## config.mk

```make
export PLATFORM = sky130hd
export DESIGN_NAME = cnn_layer_accel_ce_macc_ctrl_flat
export DESIGN_NICKNAME = d
export VERILOG_FILES = /design/src/rtl/cnn_layer_accel_ce_macc_ctrl_if.sv /design/src/rtl/cnn_layer_accel_ce_macc_ctrl.sv /design/src/flat_wrapper.sv
export SDC_FILE = /design/constraint.sdc
export NUM_CORES = 1
export LEC_CHECK = 0
export CAP_MARGIN = 20
export CORE_UTILIZATION = 35
export DETAILED_ROUTE_END_ITERATION = 7
export PLACE_DENSITY = 0.8
export SETUP_SLACK_MARGIN = 0.05
export SLEW_MARGIN = 20
export SYNTH_ARGS = -nofsm -noshare
export SYNTH_HDL_FRONTEND = slang
export SYNTH_SLANG_ARGS = --single-unit
```

## constraint.sdc

```tcl
create_clock -name CLK -period 4 [get_ports CLK]
set_input_delay 1.2 -clock CLK [delete_from_list [all_inputs] [get_ports CLK]]
set_output_delay 1.2 -clock CLK [all_outputs]
set_load 0.05 [all_outputs]
```

## src/rtl/cnn_layer_accel_ce_macc_ctrl_if.sv

```systemverilog
// rtl/cnn_layer_accel_ce_macc_ctrl_if.sv - job, operand and result handshakes of the MACC sequencer
interface cnn_layer_accel_ce_macc_ctrl_if #(
  parameter int A_W   = 30,
  parameter int B_W   = 18,
  parameter int P_W   = 48,
  parameter int LEN_W = 16
);
  logic                  cfg_start;
  logic [LEN_W-1:0]      cfg_len;
  logic                  busy;
  logic                  op_valid;
  logic                  op_ready;
  logic signed [A_W-1:0] op_a;
  logic signed [B_W-1:0] op_b;
  logic                  res_valid;
  logic                  res_ready;
  logic [P_W-1:0]        res_data;

  modport master (
    output cfg_start, cfg_len, op_valid, op_a, op_b, res_ready,
    input  busy, op_ready, res_valid, res_data
  );

  modport slave (
    input  cfg_start, cfg_len, op_valid, op_a, op_b, res_ready,
    output busy, op_ready, res_valid, res_data
  );
endinterface

```

## src/rtl/cnn_layer_accel_ce_macc_ctrl.sv

```systemverilog
// rtl/cnn_layer_accel_ce_macc_ctrl.sv - sequencer driving one pipelined MACC slice to sum a job of products
module cnn_layer_accel_ce_macc_ctrl #(
  parameter int A_W   = 30,
  parameter int B_W   = 18,
  parameter int P_W   = 48,
  parameter int LEN_W = 16
) (
  input  logic           CLK,
  input  logic           rst,
  cnn_layer_accel_ce_macc_ctrl_if.slave ctl,
  output logic [A_W-1:0] macc_A,
  output logic [B_W-1:0] macc_B,
  output logic [8:0]     macc_opmode,
  output logic [3:0]     macc_alumode,
  output logic           macc_CE,
  input  logic [P_W-1:0] macc_P
);

  typedef enum logic [1:0] {IDLE, RUN, DRAIN} state_t;

  typedef struct packed {
    logic v;
    logic first;
    logic last;
  } tag_t;

  state_t           state;
  logic [LEN_W-1:0] rem;
  logic             first;
  tag_t             t1, t2, t3, t4;
  logic             res_valid_q;
  logic [P_W-1:0]   res_data_q;

  logic stall;
  logic op_ready;
  logic fire;
  logic ce;
  logic capture;
  logic rem_is_one;

  assign rem_is_one = (rem == LEN_W'(1));
  assign stall      = t4.v & t4.last & res_valid_q & ~ctl.res_ready;
  assign op_ready   = (state == RUN) & (rem != '0) & ~stall;
  assign fire       = ctl.op_valid & op_ready;
  assign ce         = fire | ((state == DRAIN) & ~stall);
  // Last tag sitting in t4 means P holds the final sum on this cycle.
  assign capture    = (state == DRAIN) & t4.v & t4.last & ~stall;

  assign ctl.busy      = (state != IDLE);
  assign ctl.op_ready  = op_ready;
  assign ctl.res_valid = res_valid_q;
  assign ctl.res_data  = res_data_q;

  assign macc_A       = ctl.op_a;
  assign macc_B       = ctl.op_b;
  assign macc_alumode = 4'b0000;
  assign macc_CE      = ce;

  // t2 sits beside A2, so its opmode lands in OPMODEREG together with M.
  always_comb begin
    macc_opmode = 9'b000100000;
    if (t2.v) begin
      macc_opmode = t2.first ? 9'b000000101 : 9'b000100101;
    end
  end

  always_ff @(posedge CLK) begin
    if (rst) begin
      state       <= IDLE;
      rem         <= '0;
      first       <= 1'b0;
      t1          <= '0;
      t2          <= '0;
      t3          <= '0;
      t4          <= '0;
      res_valid_q <= 1'b0;
      res_data_q  <= '0;
    end else begin
      if (ce) begin
        t1 <= tag_t'{fire, fire & first, fire & rem_is_one};
        t2 <= t1;
        t3 <= t2;
        t4 <= t3;
      end

      case (state)
        IDLE: begin
          if (ctl.cfg_start && (ctl.cfg_len != '0)) begin
            state <= RUN;
            rem   <= ctl.cfg_len;
            first <= 1'b1;
          end
        end
        RUN: begin
          if (fire) begin
            rem   <= rem - LEN_W'(1);
            first <= 1'b0;
            if (rem_is_one) begin
              state <= DRAIN;
            end
          end
        end
        DRAIN: begin
          if (capture) begin
            state <= IDLE;
          end
        end
        default: state <= IDLE;
      endcase

      if (capture) begin
        res_data_q  <= macc_P;
        res_valid_q <= 1'b1;
      end else if (ctl.res_ready) begin
        res_valid_q <= 1'b0;
      end
    end
  end

endmodule
```

## src/flat_wrapper.sv

```systemverilog
// flat-port wrapper written by rule: the top's interface ports become plain ports
module cnn_layer_accel_ce_macc_ctrl_flat 
#(
  parameter int A_W   = 30,
  parameter int B_W   = 18,
  parameter int P_W   = 48,
  parameter int LEN_W = 16
)
  (CLK, rst, macc_A, macc_B, macc_opmode, macc_alumode, macc_CE, macc_P, ctl_cfg_start, ctl_cfg_len, ctl_op_valid, ctl_op_a, ctl_op_b, ctl_res_ready, ctl_busy, ctl_op_ready, ctl_res_valid, ctl_res_data);
  cnn_layer_accel_ce_macc_ctrl_if #(.A_W(A_W), .B_W(B_W), .P_W(P_W), .LEN_W(LEN_W)) ctl_i ();
  input  logic CLK;
  input  logic rst;
  output logic [A_W-1:0] macc_A;
  output logic [B_W-1:0] macc_B;
  output logic [8:0] macc_opmode;
  output logic [3:0] macc_alumode;
  output logic macc_CE;
  input  logic [P_W-1:0] macc_P;
  input wire logic [$bits(ctl_i.cfg_start)-1:0] ctl_cfg_start;
  input wire logic [$bits(ctl_i.cfg_len)-1:0] ctl_cfg_len;
  input wire logic [$bits(ctl_i.op_valid)-1:0] ctl_op_valid;
  input wire logic [$bits(ctl_i.op_a)-1:0] ctl_op_a;
  input wire logic [$bits(ctl_i.op_b)-1:0] ctl_op_b;
  input wire logic [$bits(ctl_i.res_ready)-1:0] ctl_res_ready;
  output wire logic [$bits(ctl_i.busy)-1:0] ctl_busy;
  output wire logic [$bits(ctl_i.op_ready)-1:0] ctl_op_ready;
  output wire logic [$bits(ctl_i.res_valid)-1:0] ctl_res_valid;
  output wire logic [$bits(ctl_i.res_data)-1:0] ctl_res_data;
  assign ctl_i.cfg_start = ctl_cfg_start;
  assign ctl_i.cfg_len = ctl_cfg_len;
  assign ctl_i.op_valid = ctl_op_valid;
  assign ctl_i.op_a = ctl_op_a;
  assign ctl_i.op_b = ctl_op_b;
  assign ctl_i.res_ready = ctl_res_ready;
  assign ctl_busy = ctl_i.busy;
  assign ctl_op_ready = ctl_i.op_ready;
  assign ctl_res_valid = ctl_i.res_valid;
  assign ctl_res_data = ctl_i.res_data;
  cnn_layer_accel_ce_macc_ctrl #(.A_W(A_W), .B_W(B_W), .P_W(P_W), .LEN_W(LEN_W)) u_core (.CLK(CLK), .rst(rst), .ctl(ctl_i), .macc_A(macc_A), .macc_B(macc_B), .macc_opmode(macc_opmode), .macc_alumode(macc_alumode), .macc_CE(macc_CE), .macc_P(macc_P));
endmodule
```

==> results of run 1 <==
==> final cells by class <==
class                           count  area [um^2]  area share (%)
Sequential cell                    78         1562           31.30
Clock inverter                      7        97.59           1.956
Inverter                            2        7.507          0.1505
Multi-Input combinational cell    325         1697           34.01
Clock buffer                        9        123.9           2.483
Tap cell                          136        170.2           3.411
Timing Repair Buffer              131         1331           26.69
==> how the worst max path moves through the flow <==
stage / startpoint / to / slack (ps) / cells after the start
after floorplan: ctl_res_ready / macc_CE / 290 / 3
after global placement: ctl_res_ready / macc_CE / 270 / 5
after detailed placement: ctl_res_ready / macc_CE / 220 / 5
after CTS: ctl_res_ready / macc_CE / 210 / 5
after global routing: ctl_res_ready / macc_CE / 100 / 5
final: ctl_res_ready / macc_CE / 230 / 5
==> routing by layer <==
metal	vias to the layer above	GRT usage (%)	share of wire, %
met5	-	0	0
met4	0	9.425	3.2
met3	42	4.292	6.3
met2	108	29.55	50
met1	1643	19.88	41
li1	1706	-	-
==> synth_stat cells (all sizes together), types with 2 or more instances <==
master | count | area, um^2
nand4 | 2 | 12.51
nor2 | 8 | 30.03
buf | 64 | 474.2
o31ai | 4 | 30.03
nor4b | 2 | 17.52
o31a | 2 | 18.77
nor3b | 2 | 15.01
or2 | 2 | 12.51
nand3 | 14 | 70.07
dfxtp | 78 | 1562
o41ai | 4 | 42.55
o22ai | 3 | 18.77
nand2b | 6 | 37.54
or4 | 7 | 56.30
ha | 3 | 37.54
nor3 | 4 | 20.02
a21oi | 76 | 384.1
nand2 | 128 | 480.5
o21ai | 13 | 76.32
nor4 | 3 | 18.77
o21ba | 2 | 20.02
a211oi | 5 | 37.54
and3 | 2 | 12.51
clkbuf | 22 | 82.58
a21boi | 2 | 26.28
nor2b | 4 | 25.02
o32ai | 3 | 26.28
or3 | 3 | 25.03
o21a | 2 | 15.01
mux2i | 2 | 20.02
inv | 2 | 7.510
==> power by group through the flow <==
stage | clock [uW] | sequential [uW] | combinational (uW)
5_1_grt | 706 | 827 | 338
3_5_place_dp | 0 | 841 | 307
6_report | 656 | 824 | 309
2_1_floorplan | 0 | 832 | 329
3_3_place_gp | 0 | 840 | 300
4_1_cts | 675 | 823 | 309
==> metrics by stage <==
step	utilization, %	std cells	area (um^2)	power, uW	hold slack (ps)
2_1_floorplan	-	491	3815	1162	436.6
3_3_place_gp	45.77	672	4767	1140	440.7
3_5_place_dp	45.77	672	4767	1148	447.9
4_1_cts	47.89	688	4989	1807	458.6
5_1_grt	47.89	688	4989	1871	479.9
6_report	47.89	688	4989	1789	455.3
==> state kept, by name, summed over array words and instances (netlist names) <==
register              cells
u_core.ctl.res_data      48
u_core.t1                 3
u_core.rem               16
u_core.t3                 2
u_core.t2                 3
u_core.first              1
u_core.state              2
u_core.ctl.res_valid      1
u_core.t4                 2
==> worst max-delay path: stages <==
cell             delay, ps
clkdlybuf4s50_1        480
nand4b_1               220
nand3_1                170
o21ai_1                300
buf_12                 180
==> logic make-up (layout without fill, tap and decap cells) <==
kind of cell / after synthesis / count (layout) / share of synthesized area, %
xor+xnor: 1 / 1 / 0.2317
other cells: 1 / 10 / 0.09918
mux: 2 / 2 / 0.5295
fa+ha+maj: 3 / 3 / 0.9928
compound gates: 119 / 119 / 19.23
simple gates: 190 / 190 / 22.70
buf+inv: 88 / 149 / 14.92
flops: 78 / 78 / 41.30
==> impl_results.rst, run 1 <==
.. list-table::
   :header-rows: 1

   * - Metric
     - Value
   * - Worst min path class
     - flip-flop to flip-flop
   * - Static Leak
     - 0.001676 uW
   * - Core Footprint
     - 0.01042 mm^2
   * - Gate Count Post-Synth
     - 482
   * - Wire length per cell after detailed routing
     - 14.15 um
   * - Via count
     - around 3500
   * - CTS clock-pin slew for the worst setup and hold paths
     - 80 ps
   * - Number of DRC markers after the initial detailed-route iteration
     - 204
   * - Final setup vio count
     - 0
   * - Root buffer selected by CTS
     - clkbuf_8
   * - Most common cell after layout, fill and taps aside
     - nand2_1
   * - Final-report max-slew violation count
     - 0
   * - Path depth of the worst reg2reg path
     - 6
   * - Number of antenna violations at the first check in global routing
     - 0
   * - Clock latency at the later pin of the worst-skew pair
     - 350 ps
   * - Arr. time, crit path
     - 2570 ps
   * - Synth unique cells
     - 52
   * - Total negative slack
     - 0 ps
   * - CTS H-Tree Depth
     - 3
   * - Max transition margin
     - roughly half
   * - Final worst clock skew
     - 10.56 ps
   * - Half-perimeter wire length after detailed placement
     - 7071 um
   * - Crit start category
     - input port
   * - Pwr/cell area
     - 358.6 mW/mm^2
   * - Seq pwr share
     - 46.1%
   * - Launch point of the worst reg-to-reg path
     - u_core.state[0]
   * - Internal power
     - 1294 uW
   * - Number of synthesis warnings
     - 0
   * - Combinational cell fraction of total power
     - 17.3%
   * - Commonest cells after routing, fill and taps aside
     - 128 x nand2_1, 120 x clkdlybuf4s50_1, 78 x dfxtp_1
   * - Final critical delay including setup and external delays
     - 3767 ps
   * - Hold-critical path endpoint
     - u_core.ctl.res_data[1]
   * - Area Overhead vs Synth
     - 31.93%
   * - Via count of the first global-routing pass
     - 3363
   * - Maximum buffer depth of the clock tree
     - 2
   * - Setup repair after global routing missed its margin
     - no
   * - Worst Slack Setup Final
     - 233.0 ps
   * - Flip-flop and latch count after synthesis
     - just under 80
   * - Psw
     - 495.0 uW
   * - Sw Share
     - 27.67%
   * - Worst Path Max Fanout
     - 5
   * - Congestion Overflow GR
     - 0
   * - Max Cap Violations
     - 0
   * - Largest net degree at the start of global routing
     - 41
   * - Number of cells on the worst hold path
     - 2
   * - Measured slew at the worst slew-check pin
     - 754.2 ps
   * - Via density per instance
     - ~5.1
   * - TritonCTS buffer count
     - 9
   * - Summed instance area of the synthesized netlist
     - roughly 0.0038 mm^2
   * - Full die area
     - 0.01122 mm^2
   * - Total iterations of the first detailed-routing run
     - 4
   * - VDD IR max
     - 163.2 uV
   * - Die boundary width
     - 105.9 um
   * - Total routing usage reported by global routing
     - 17.33%
   * - Antenna fix cells
     - 0
   * - Total number of placement rows
     - 37
   * - Number of fill cells in the layout
     - about 1000
   * - Achievable frequency
     - 265.5 MHz
   * - Clock share of power
     - a little under two fifths
   * - Outcome
     - complete, no violations
   * - Final Hold Violating Endpoints
     - 0
   * - WP data required
     - 2800 ps
   * - Final #Nets
     - 667
   * - Worst hold start
     - u_core.ctl.res_data[1]
   * - Mean instance size in the synthesized netlist
     - approximately 8 um^2
   * - Worst reg2reg endpoint
     - u_core.rem[0]
   * - Sequential cell area fraction in the yosys report
     - 41.30%
   * - WL final
     - 9738 um
   * - Prevailing post-synth register cell
     - dfxtp_1
   * - Top Ports
     - 230
   * - Residual DRC
     - 0
   * - Hold-fix buffer count after cts
     - 0
   * - Final period util
     - 94.17%
   * - Endpoint kind of the worst setup timing path
     - output port
   * - Setup Slack @ Placement
     - roughly 220 ps
   * - Buffers inserted during post-CTS setup optimization
     - 0
   * - R2R Setup Slk
     - 1520 ps
   * - Placer Congestion
     - 0.8844
   * - Wire length of the first global-routing pass
     - approximately 16000 um
   * - CTS tree
     - done
   * - Remaining antenna violation count after routing
     - 0
   * - Number of enable flip-flop cells after synthesis
     - 0
   * - Async set-or-reset flop fraction in the synthesized netlist
     - 0%
   * - PostCTS Resize Cnt
     - 0
   * - Effective utilization at floorplan
     - 36.30%
   * - I/O Buffers
     - 123
   * - Clock sinks
     - 78
   * - Crit Path Class
     - input port to output port
   * - Share of post-route cells with drive strength above 1
     - between 7 and 8%
   * - Vertical extent of the die
     - 105.9 um
Note: power is estimated with default switching activity, not from simulation.
==> run 2: changes to the inputs <==
- SKIP_LAST_GASP: not set -> 1
==> results of run 2 <==
Final layout, timing and power as in run 1 (identical DEF).
